===== src/rtl/muldiv_pkg.sv =====
// muldiv_pkg
// Shared definitions for the HI/LO multiply/divide unit.
//   - alu_control opcode constants (same encoding the ALU decodes)
//   - FSM state enum for hilo_muldiv
package muldiv_pkg;

   localparam logic [4:0] OP_MULT  = 5'b01010;
   localparam logic [4:0] OP_MULTU = 5'b01011;
   localparam logic [4:0] OP_DIV   = 5'b01100;
   localparam logic [4:0] OP_DIVU  = 5'b01101;
   localparam logic [4:0] OP_MTLO  = 5'b01111;
   localparam logic [4:0] OP_MTHI  = 5'b10000;

   // Number of RUN iterations: one per result bit.
   localparam logic [5:0] LAST_ITER = 6'd31;

   typedef enum logic [1:0] {
      S_IDLE = 2'd0,
      S_RUN  = 2'd1,
      S_FIX  = 2'd2
   } state_t;

endpackage


===== src/rtl/hilo_muldiv.sv =====
// hilo_muldiv
// Iterative 32x32 multiply / 32/32 divide unit owning the architectural
// HI and LO registers. Multiplies use shift-add, divides use restoring
// shift-subtract, both on unsigned magnitudes over 32 RUN cycles; a FIX
// cycle applies sign correction and writes HI/LO.
//
// Handshake: start is sampled on a rising edge only while the unit is idle
// (busy low). A mult/div start raises busy from the next cycle until the
// result is written; done then pulses for exactly one cycle with HI/LO
// already valid. mtlo/mthi complete in the accepting edge without busy or
// done. Any start seen while busy, or with an unknown opcode, is dropped.
//
// Ports
//   clk, rst_n         clock, asynchronous active-low reset
//   start              request strobe
//   alu_control[4:0]   operation code (see muldiv_pkg)
//   A[31:0], B[31:0]   rs / rt operands
//   busy               iterative operation in flight
//   done               one-cycle pulse when HI/LO take a mult/div result
//   HI_output, LO_output  architectural HI / LO
//   o_dbg_state[1:0]   current FSM state (state_t encoding)
module hilo_muldiv
   import muldiv_pkg::*;
(
   input  logic        clk,
   input  logic        rst_n,
   input  logic        start,
   input  logic [4:0]  alu_control,
   input  logic [31:0] A,
   input  logic [31:0] B,
   output logic        busy,
   output logic        done,
   output logic [31:0] HI_output,
   output logic [31:0] LO_output,
   output logic [1:0]  o_dbg_state
);

   state_t      r_state;
   logic [5:0]  r_cnt;
   logic [63:0] r_acc;      // mult: {partial product, multiplier}; div: {remainder, dividend/quotient}
   logic [31:0] r_opnd;     // |multiplicand| or |divisor|
   logic        r_is_div;
   logic        r_neg_q;    // operand signs differ on a signed op
   logic        r_neg_r;    // signed divide with negative dividend
   logic        r_dz;       // divide by zero: quotient left unsigned
   logic        r_done;
   logic [31:0] r_hi;
   logic [31:0] r_lo;

   logic        w_is_md;
   logic        w_is_div;
   logic        w_signed;
   logic [31:0] w_abs_a;
   logic [31:0] w_abs_b;
   logic [32:0] w_add;
   logic [63:0] w_mul_next;
   logic [33:0] w_sub;
   logic [63:0] w_div_next;
   logic [63:0] w_prod;
   logic [31:0] w_quot;
   logic [31:0] w_rem;

   assign w_is_div = (alu_control == OP_DIV) || (alu_control == OP_DIVU);
   assign w_is_md  = w_is_div || (alu_control == OP_MULT) || (alu_control == OP_MULTU);
   assign w_signed = (alu_control == OP_MULT) || (alu_control == OP_DIV);
   assign w_abs_a  = (w_signed && A[31]) ? -A : A;
   assign w_abs_b  = (w_signed && B[31]) ? -B : B;

   // Shift-add: conditionally add multiplicand to the upper half, then shift
   // the 33-bit sum and the remaining multiplier bits right together.
   assign w_add      = {1'b0, r_acc[63:32]} + (r_acc[0] ? {1'b0, r_opnd} : 33'd0);
   assign w_mul_next = {w_add, r_acc[31:1]};

   // Restoring divide: the shifted partial remainder needs 33 bits; a borrow
   // in bit 33 means the trial subtraction is discarded.
   assign w_sub      = {1'b0, r_acc[63:31]} - {2'b00, r_opnd};
   assign w_div_next = w_sub[33] ? {r_acc[62:0], 1'b0}
                                 : {w_sub[31:0], r_acc[30:0], 1'b1};

   // With divisor zero the remainder path still yields |A|, and restoring
   // the sign of A gives back A itself.
   assign w_prod = r_neg_q ? -r_acc : r_acc;
   assign w_quot = (r_neg_q && !r_dz) ? -r_acc[31:0] : r_acc[31:0];
   assign w_rem  = r_neg_r ? -r_acc[63:32] : r_acc[63:32];

   always_ff @(posedge clk or negedge rst_n) begin
      if (!rst_n) begin
         r_state  <= S_IDLE;
         r_cnt    <= 6'd0;
         r_acc    <= 64'd0;
         r_opnd   <= 32'd0;
         r_is_div <= 1'b0;
         r_neg_q  <= 1'b0;
         r_neg_r  <= 1'b0;
         r_dz     <= 1'b0;
         r_done   <= 1'b0;
         r_hi     <= 32'd0;
         r_lo     <= 32'd0;
      end else begin
         r_done <= 1'b0;
         case (r_state)
            S_IDLE: begin
               if (start) begin
                  if (w_is_md) begin
                     r_state  <= S_RUN;
                     r_cnt    <= 6'd0;
                     r_is_div <= w_is_div;
                     r_acc    <= {32'd0, (w_is_div ? w_abs_a : w_abs_b)};
                     r_opnd   <= w_is_div ? w_abs_b : w_abs_a;
                     r_neg_q  <= w_signed && (A[31] ^ B[31]);
                     r_neg_r  <= w_signed && A[31];
                     r_dz     <= (B == 32'd0);
                  end else if (alu_control == OP_MTLO) begin
                     r_lo <= B;
                  end else if (alu_control == OP_MTHI) begin
                     r_hi <= B;
                  end
               end
            end
            S_RUN: begin
               r_acc <= r_is_div ? w_div_next : w_mul_next;
               r_cnt <= r_cnt + 6'd1;
               if (r_cnt == LAST_ITER) begin
                  r_state <= S_FIX;
               end
            end
            S_FIX: begin
               if (r_is_div) begin
                  r_hi <= w_rem;
                  r_lo <= w_quot;
               end else begin
                  r_hi <= w_prod[63:32];
                  r_lo <= w_prod[31:0];
               end
               r_done  <= 1'b1;
               r_state <= S_IDLE;
            end
            default: r_state <= S_IDLE;
         endcase
      end
   end

   assign busy        = (r_state != S_IDLE);
   assign done        = r_done;
   assign HI_output   = r_hi;
   assign LO_output   = r_lo;
   assign o_dbg_state = r_state;

endmodule


===== config.mk =====
export PLATFORM = sky130hd
export DESIGN_NAME = hilo_muldiv
export DESIGN_NICKNAME = d
export VERILOG_FILES = /design/src/rtl/muldiv_pkg.sv /design/src/rtl/hilo_muldiv.sv
export SDC_FILE = /design/constraint.sdc
export NUM_CORES = 1
export LEC_CHECK = 0
export CORE_MARGIN = 2
export CORE_UTILIZATION = 50
export CTS_BUF_LIST = sky130_fd_sc_hd__clkbuf_8
export DETAILED_ROUTE_END_ITERATION = 10
export DONT_BUFFER_PORTS = 1
export HOLD_SLACK_MARGIN = 0.15
export PLACE_DENSITY = 0.77
export SLEW_MARGIN = 30
export SYNTH_ARGS = -nofsm -noshare
export SYNTH_HDL_FRONTEND = slang
export SYNTH_SLANG_ARGS = --single-unit

===== constraint.sdc =====
create_clock -name clk -period 3.24 [get_ports clk]
set_input_delay 0.81 -clock clk [delete_from_list [all_inputs] [get_ports clk]]
set_output_delay 0.81 -clock clk [all_outputs]
set_load 0.1 [all_outputs]

# [After elaboration in Yosys (flattened, before gate mapping)]
# Cells that the tools add are included.
[totals] reg_bits=173 inputBits=72 output_inout_bits=68 wordCells=87
[op_classes] add_sub_neg=8 eq_ne=16 n_mux=32 bitwise=1 n_reduce_logical=19
[op_table] op="2-to-1 mux 32 bit" count=16
[op_table] op="2-to-1 mux 64 bit" count=5
[op_table] op="negator 32 bit" count=4
[op_table] op="one-hot mux 32 bit (2 select lines)" count=2
[op_table] op="one-hot mux 64 bit (2 select lines)" count=1
[op_table] op="negator 64 bit" count=1
[op_table] op="subtractor 33 x 32 -> 34 bit" count=1
[op_table] op="adder 32 x 32 -> 33 bit" count=1
[op_table] op="logical NOT 32 bit" count=1
[op_table] op="equality test 5 x 4 -> 1 bit, second input constant" count=5
[op_table] op="inequality test 2 bit, second input constant" count=7
[op_table] op="2-to-1 mux 6 bit" count=2
[op_table] op="one-hot mux 6 bit (2 select lines)" count=1
[op_table] op="AND reduction 3 bit" count=3
[op_table] op="adder 6 x 1 -> 6 bit, second input constant" count=1
[op_table] op="equality test 6 x 5 -> 1 bit, second input constant" count=1
[op_table] op="2-to-1 mux 2 bit" count=3
[op_table] op="nonzero test 2 bit" count=3
[op_table] op="equality test 5 bit, second input constant" count=1
[op_table] op="AND reduction 5 bit" count=1
[op_table] op="logical AND 1 bit" count=4
[op_table] op="logical OR 1 bit" count=4
[op_table] op="one-hot mux 2 bit (2 select lines)" count=1
[op_table] op="AND reduction 4 bit" count=1
[op_table] op="6 further kinds" count=6

# [Depth between registers and ports, before layout]
# Gate-level depths: netlist of run 1.
[logic_depth] word_depth=8 ltp_mapped=14 depth_no_buf=13

# [Least setup slack after synthesis of run 1]
# OpenSTA, ideal clock, no wires.
[synth_timing] kind="reg2reg" start="reg r_acc[0]" end="reg r_acc[61]" setup_ns=0.122 arrival_time_ns=2.980 required_time_ns=3.118 slack_ns=0.138 path_stages_with_launch=14 n_path_buf=1 period_less_slack_ns=3.102 path_cell_list="dfrtp_1 inv_1 clkbuf_1 nor2_1 ha_1 a211oi_1 o21bai_1 a21o_1 a221oi_2 o311ai_1 a221oi_1 xor2_1 nand2_1 a32o_1"
[synth_between] elab_chain_cells=4
[synth_lines] element="start, declared" line_no="hilo_muldiv.sv:40" text="logic [63:0] r_acc;"
[synth_lines] element="start signal, assigned" line_no="hilo_muldiv.sv:108" text="r_acc <= {32'd0, (w_is_div ? w_abs_a : w_abs_b)};"
[synth_lines] element="start signal, assigned" line_no="hilo_muldiv.sv:121" text="r_acc <= r_is_div ? w_div_next : w_mul_next;"
[synth_lines] element="2-to-1 mux 32 bit" line_no="hilo_muldiv.sv:71" text="assign w_add = {1'b0, r_acc[63:32]} + (r_acc[0] ? {1'b0, r_opnd} : 33'd0);"
[synth_lines] element="adder 32 x 32 -> 33 bit" line_no="hilo_muldiv.sv:71"
[synth_lines] element="2-to-1 mux 64 bit" line_no="hilo_muldiv.sv:121"
[synth_lines] element="one-hot mux 64 bit (2 select lines)" line_no="hilo_muldiv.sv:101" text="case (r_state)"
# Every way passes these cells.
# A chain may end at the register's enable or synchronous reset.

# [Worst setup path in the final report of run 1]
[layout_timing] start="reg r_opnd[0]" end="reg r_acc[62]"
[layout_between] elab_chain_cells=4 word_cells_on_any_way=6 cone_classes="add/sub (2); mux (4)"
[layout_lines] element="start, declared" line_no="hilo_muldiv.sv:41" text="logic [31:0] r_opnd;"
[layout_lines] element="start signal, assigned" line_no="hilo_muldiv.sv:109" text="r_opnd <= w_is_div ? w_abs_b : w_abs_a;"
[layout_lines] element="subtractor 33 x 32 -> 34 bit / 2-to-1 mux 32 bit (equally long branches)" line_no="hilo_muldiv.sv:76, hilo_muldiv.sv:71"
[layout_lines] element="2-to-1 mux 64 bit / adder 32 x 32 -> 33 bit (equally long branches)" line_no="hilo_muldiv.sv:77, hilo_muldiv.sv:71"
[layout_lines] element="2-to-1 mux 64 bit (*)" line_no="hilo_muldiv.sv:121"
[layout_lines] element="one-hot mux 64 bit (2 select lines) (*)" line_no="hilo_muldiv.sv:101"
# Every way passes the cells marked *; elsewhere a longest branch is shown, timed or not.

==> flow_metrics.env, run 1 <==
export IMPL_clk_latency_ns=0.49
export IMPL_clkPwrFrac_pct=8.0
export IMPL_cts_root_buf="clkbuf_8"
export IMPL_hold_viol=7
export IMPL_crit_slowest_cell="dfrtp_1"
export IMPL_max_freq_mhz=314
export IMPL_drv_slew=0
export IMPL_cp_top_family="compound AO/OA/AOI/OAI gates"
export IMPL_areaGrowthSynthToFinish_pct=12.7
export IMPL_cts_tree="built"
export IMPL_synth_top_family_by_area="compound AO/OA/AOI/OAI gates"
export IMPL_leakage_uw=0.00717
export IMPL_yosys_area_share_simple_pct=20.1
export IMPL_critPathCaptureType="register"
export IMPL_ioPinCount=140
export IMPL_synthXorXnorAreaFrac_pct=9.77
export IMPL_finalCritPeriodShare_pct=98.2
export IMPL_grt_max_degree=174
export IMPL_grt_pass1_vias=14100
export IMPL_hold_class="input port to async pin"
export IMPL_crit_required_ns=3.62
export IMPL_syn_inst=1904
export IMPL_start_util_pct=50.5
export IMPL_layout_setup_ws_ns=0.0568
export IMPL_rsz0062_at_grt="yes"
export IMPL_min_period_ns=3.18
export IMPL_drtAntennaViolNets=0
export IMPL_die_area_mm2=0.0312
export IMPL_crit_chain="buf_4, ha_1, inv_1, fa_2, a21o_1, a22oi_1, or3_4, a21oi_2, buf_4, a41oi_4, a31oi_2, buf_4, nor2_1, o31ai_1, buf_4, a211oi_1"
export IMPL_crit_path_start_kind="register"
export IMPL_maxCapViolations=0
export IMPL_routed_wl_um=53900
export IMPL_clkSinkCount=173
export IMPL_hpwl_um=41000
export IMPL_synth_warnings=0
export IMPL_final_nets=2095
export IMPL_tightest_slew_ns=0.980
export IMPL_setup_viol=0
export IMPL_post_synth_num_cell_types=87
export IMPL_first_pass_iters=6
export IMPL_via_per_inst=6.57
export IMPL_ys_seq_area_share_pct=29.1
export IMPL_postSynthAreaPerCell_um2=7.81
export IMPL_fin_area_mm2=0.0168
export IMPL_htreeDepth=4
export IMPL_rows=63
export IMPL_power_density_mw_per_mm2=1220
export IMPL_wl_per_cell_um=22.9
export IMPL_synth_mux_area_share_pct=4.47
export IMPL_antenna_found_initial=1
export IMPL_synth_flop_cell="dfrtp_1"
export IMPL_seq_power_share_pct=31.3
export IMPL_combPwrFrac_pct=60.7
export IMPL_synth_edf_count=0
export IMPL_core_area_mm2=0.0295
export IMPL_power_internal_uw=8910
export IMPL_track_usage_pct=33.6
export IMPL_vdd_ir_drop_max_uv=454
export IMPL_crit_path_max_incr_delay_ns=0.41
export IMPL_clk_path_buf_depth=2
export IMPL_clock_skew_ns=0.0283
export IMPL_critPathBufInv=5
export IMPL_numCtsBuffers=17
export IMPL_place_area_mm2=0.0161
export IMPL_gp_congestion=1.03
export IMPL_synthAdderAreaFrac_pct=6.07
export IMPL_synth_fp_nets=2047
export IMPL_syn_area_mm2=0.0149
export IMPL_synth_compound_area_share_pct=26.0
export IMPL_cp_arrival_ns=3.57
export IMPL_clkTransAtPathRegs_ns=0.12
export IMPL_grt_pass1_wl_um=80700
export IMPL_overflow=0
export IMPL_via_count=15500
export IMPL_die_width_um=177
export IMPL_fin_hold_ws_ns=-0.00306
export IMPL_crit_top_cell="buf_4"
export IMPL_post_route_util_pct=56.9
export IMPL_path_max_fanout=3
export IMPL_ys_ff_latch=173
export IMPL_p_sw_share_pct=56.6
export IMPL_io_buffers=0
export IMPL_fp_dieH_um=177
export IMPL_drc=0
export IMPL_max_slew_margin_rel_pct=34.7
export IMPL_status="complete, but fails checks"
export IMPL_place_ws_ns=-0.0554
export IMPL_violations="hold timing"
export IMPL_drive_gt1_share_pct=12.9
export IMPL_async_flop_share_pct=100
export IMPL_drtIter0Drc=2067
export IMPL_switchingPower_uw=11600
export IMPL_critical_path_class="register to register"
==> per-layer routing <==
| layer | track usage, % | wire length [um] |
|---|---|---|
| met5 | 0 | 0 |
| met4 | 17.5 | 2770 |
| met3 | 7.11 | 6240 |
| met2 | 50.4 | 23500 |
| met1 | 45.4 | 21400 |
==> cells in the mapped netlist, types with 9 or more instances <==
| master | count | area [um2] |
|---|---|---|
| o221ai_1 | 25 | 219 |
| dfrtp_1 | 173 | 4330 |
| clkbuf_1 | 100 | 375 |
| and2_1 | 12 | 75.1 |
| o211ai_1 | 36 | 270 |
| nor2_1 | 190 | 713 |
| nor4_1 | 15 | 93.8 |
| nor2b_1 | 11 | 68.8 |
| nand2b_1 | 14 | 87.6 |
| o31ai_1 | 32 | 240 |
| xnor2_1 | 89 | 780 |
| a21o_1 | 32 | 240 |
| nand3_1 | 38 | 190 |
| nand2_1 | 219 | 822 |
| o21bai_1 | 12 | 90.1 |
| or2_2 | 10 | 62.6 |
| a21oi_1 | 156 | 781 |
| o21ai_1 | 11 | 55.1 |
| nor3_1 | 40 | 200 |
| a211oi_1 | 14 | 105 |
| a22oi_1 | 24 | 180 |
| or3_1 | 19 | 119 |
| inv_1 | 61 | 229 |
| a31oi_1 | 20 | 125 |
| nand4_1 | 9 | 56.3 |
| ha_1 | 69 | 863 |
| mux2i_1 | 62 | 621 |
| and3_1 | 19 | 119 |
| xor2_1 | 77 | 674 |
| o21ai_0 | 192 | 961 |
==> cell families (layout without fill, tap and decap cells) <==
logic type	Yosys count	after routing
adders and majority gates	71	71
AOI/OAI and AO/OA	621	621
muxes	66	66
buffers and inverters	173	234
DFF	173	173
xor gates and xnor gates	166	166
and+or+nand+nor	634	634
other	0	2
==> final timing paths <==
kind | startpoint | endpoint | slack (ns) | cells past startpoint
max | r_opnd[0] | r_acc[62] | 0.06 | 16
min | rst_n | r_acc[49] | -0.003 | 0
max reg2reg | r_opnd[0] | r_acc[62] | 0.06 | 16
min reg2reg | r_opnd[29] | r_opnd[29] | 0.49 | 2
max in group asynchronous | rst_n | r_acc[6] | 2.91 | 0
min in group clk | B[30] | r_dz | 0.42 | 1
==> metrics by stage <==
| step | hold WS, ns | setup TNS (ns) | cells | power [uW] |
|---|---|---|---|---|
| floorplan | 0.444 | 0 | 1904 | 14200 |
| global placement | 0.459 | -0.0601 | 2315 | 17800 |
| detailed placement | 0.471 | -0.0872 | 2315 | 18000 |
| CTS | -0.00995 | 0 | 2347 | 19700 |
| global route | -0.0259 | -0.269 | 2355 | 21700 |
| finish | -0.00306 | 0 | 2357 | 20500 |
==> cell type report <==
| class | instances | area [um2] |
|---|---|---|
| Clock inverter | 15 | 169 |
| Fill cell | 2629 | 12700 |
| Multi-Input combinational cell | 1558 | 10100 |
| Timing Repair Buffer | 141 | 1180 |
| Tap cell | 390 | 488 |
| Sequential cell | 173 | 4330 |
| Inverter | 61 | 229 |
| Antenna cell | 2 | 5.00 |
| Clock buffer | 17 | 234 |
==> state kept, by name (all words and copies together) (netlist names) <==
register     cells
o_dbg_state      2
r_acc           64
r_dz             1
r_is_div         1
r_neg_q          1
HI_output       32
done             1
LO_output       32
r_neg_r          1
r_cnt            6
r_opnd          32
==> what timing repair did <==
item | CTS | global route
pin swaps | 3 | 21
gates cloned | 0 | 1
gates resized for setup | 4 | 46
buffers inserted | 0 | 7
endpoints found under the setup margin | 4 | 35
hold endpoints to repair | 173 | 173
==> power by group through the flow <==
stage          registers, uW  clock network (uW)  logic [uW]
2_1_floorplan           6320                   0        7870
3_3_place_gp            6380                   0       11400
3_5_place_dp            6420                   0       11600
4_1_cts                 6370                1630       11700
5_1_grt                 6510                1710       13500
6_report                6410                1650       12400
==> placed cells by master (no fill, tap or decap), drive strengths merged, types with 20 or more instances in the layout <==
cell	n
o31ai	33
mux2i	62
o221ai	25
nor3	43
nor2	190
a31oi	20
nand2	219
a22oi	24
xnor2	89
ha	69
inv	69
buf	140
nand3	39
a21oi	156
o211ai	36
xor2	77
and3	20
a21o	32
dfrtp	173
o21ai	205
No activity file was read; power rests on OpenSTA's default activity.
==> run 2: changes to the inputs <==
GPL_TIMING_DRIVEN = 0   (was unset)
==> run 2 against run 1 <==
  * The run ends with DRC, hold timing left
  * Cell count about the same
  * Sequential share of layout area increased by 0.42 points
  * Sequential power increased by 6.2%
  * Largest power group unchanged
==> flow_metrics.env, run 2 (same netlist as run 1, synthesis figures left out) <==
export IMPL_clock_skew_ns=0.0206
export IMPL_cp_arrival_ns=3.57
export IMPL_setup_viol=0
export IMPL_areaGrowthSynthToFinish_pct=11.3
export IMPL_place_ws_ns=-0.771
export IMPL_clk_latency_ns=0.49
export IMPL_fp_dieH_um=177
export IMPL_start_util_pct=50.5
export IMPL_crit_path_start="r_acc[33]"
export IMPL_busiest_layer="met2"
export IMPL_vdd_ir_drop_max_uv=517
export IMPL_r2r_end="r_acc[61]"
export IMPL_die_area_mm2=0.0312
export IMPL_crit_chain="ha_1, a21oi_2, a21oi_1, o21ai_4, nand3_4, a2111oi_4, o21bai_2, a21oi_2, o221ai_1, a32o_1"
export IMPL_critPathCaptureType="register"
export IMPL_final_cell_mix="219 x nand2_1, 188 x nor2_1, 184 x o21ai_0"
export IMPL_routed_wl_um=58300
export IMPL_cts_root_buf="clkbuf_8"
export IMPL_ioPinCount=140
export IMPL_crit_top_cell="a21oi_2"
export IMPL_hold_class="input port to async pin"
export IMPL_met2_usage_pct=57.6
export IMPL_crit_path_max_incr_delay_ns=0.50
export IMPL_crit_required_ns=3.63
export IMPL_rows=63
export IMPL_first_pass_iters=9
export IMPL_endpoint="r_acc[61]"
export IMPL_grt_pass1_vias=14700
export IMPL_drtIter0Drc=1872
export IMPL_critical_path_class="register to register"
export IMPL_grt_use_met1_pct=45.9
export IMPL_layout_setup_ws_ns=0.0575
export IMPL_clkSinkCount=173
export IMPL_finalCritPeriodShare_pct=98.2
export IMPL_track_usage_pct=36.3
export IMPL_grt_pass1_wl_um=86300
export IMPL_grt_use_met3_pct=9.54
export IMPL_tightest_slew_ns=0.967
export IMPL_clkTransAtPathRegs_ns=0.11
export IMPL_max_freq_mhz=314
export IMPL_regMostFlops="r_acc"
export IMPL_fin_hold_ws_ns=-0.00537
export IMPL_max_slew_margin_rel_pct=35.6
export IMPL_clk_path_buf_depth=2
export IMPL_gp_congestion=1.00
export IMPL_path_max_fanout=6
export IMPL_violations="DRC, hold timing"
export IMPL_hold_viol=11
export IMPL_hpwl_um=45200
export IMPL_place_area_mm2=0.0154
export IMPL_crit_path_start_kind="register"
export IMPL_drc=4
export IMPL_drtAntennaViolNets=0
export IMPL_maxCapViolations=0
export IMPL_io_buffers=0
export IMPL_final_nets=2093
export IMPL_via_per_inst=6.63
export IMPL_overflow=0
export IMPL_drv_slew=0
export IMPL_reg2reg_from="r_acc[33]"
export IMPL_fin_area_mm2=0.0166
export IMPL_cts_tree="built"
export IMPL_numCtsBuffers=17
export IMPL_reg2reg_depth=10
export IMPL_rsz0062_at_grt="yes"
export IMPL_wl_per_cell_um=24.8
export IMPL_leakage_uw=0.00680
export IMPL_min_period_ns=3.18
export IMPL_drive_gt1_share_pct=9.98
export IMPL_via_count=15600
export IMPL_htreeDepth=4
export IMPL_crit_slowest_cell="dfrtp_1"
export IMPL_final_common_cell="nand2_1"
export IMPL_reg2reg_slack_ns=0.06
export IMPL_die_width_um=177
export IMPL_antenna_found_initial=1
export IMPL_power_density_mw_per_mm2=1240
export IMPL_largest_reg_flops=64
export IMPL_core_area_mm2=0.0295
export IMPL_grt_max_degree=174
export IMPL_status="complete, but fails checks"
[run 2: cell count changes in the layout (fill, tap and decap cells not counted), moves of 7 or more]
cell | previous run | this run
buf_1 | 0 | 7
dfrtp_2 | 1 | 14
dfrtp_1 | 172 | 159
ha_2 | 2 | 9
ha_1 | 66 | 56
clkbuf_1 | 0 | 93
buf_12 | 8 | 0
buf_4 | 131 | 30
[run 2: layer usage]
layer  share of wire (%)  vias to the layer above
li1                    -                     6995
met1                  39                     7453
met2                  44                      982
met3                  12                      192
met4                 5.2                        2
met5               0.079                        -
[run 2: how the worst min path moves through the flow]
stage | from | endpoint | slack (ns) | cells after the start
after global routing | rst_n | HI_output[25] | -0.008 | 0
after CTS | rst_n | r_acc[51] | -0.007 | 0
after floorplan | r_dz | r_dz | 0.44 | 2
final | rst_n | HI_output[28] | -0.005 | 0
after global placement | r_dz | r_dz | 0.45 | 2
after detailed placement | r_dz | r_dz | 0.46 | 2
[run 2: report_power, final]
group | internal [uW] | total [uW] | switching (uW)
Clock | 855 | 1800 | 943
Sequential | 3060 | 6810 | 3750
Combinational | 4760 | 11900 | 7140
Total | 8680 | 20500 | 11800
[run 2: through the flow]
step,TNS [ns],instances,power [uW],utilization [%]
global route,-0.183,2353,21700,56.2
detailed placement,-33.92,2294,17100,52.1
finish,0,2355,20500,56.2
floorplan,0,1904,14200,-
global placement,-35.50,2294,16800,52.1
CTS,0,2340,19400,54.9
[run 2: repair_timing]
item | CTS | global route
setup endpoints to repair | 53 | 59
gates cloned | 0 | 1
pin swaps | 13 | 23
gates resized for setup | 61 | 70
hold endpoints to repair | 173 | 173
setup buffers | 17 | 13
[run 2: final cells by class]
type,count,area (um2)
buffer,108,452
tap,390,488
clock inverter,15,210
fill,2723,12900
sequential,173,4350
antenna,2,5.00
inverter,61,234
timing repair buffer,31,254
clock buffer,17,234
multi-input combinational,1558,10300
[run 2: worst max-delay path: cells and delay by family, from the launching register on]
family	cells	cell delay [ns]
AO/OA/AOI/OAI	8	2.03
adder cells (fa/ha/maj)	1	0.40
AND/OR/NAND/NOR	1	0.15
flip-flops	1	0.50
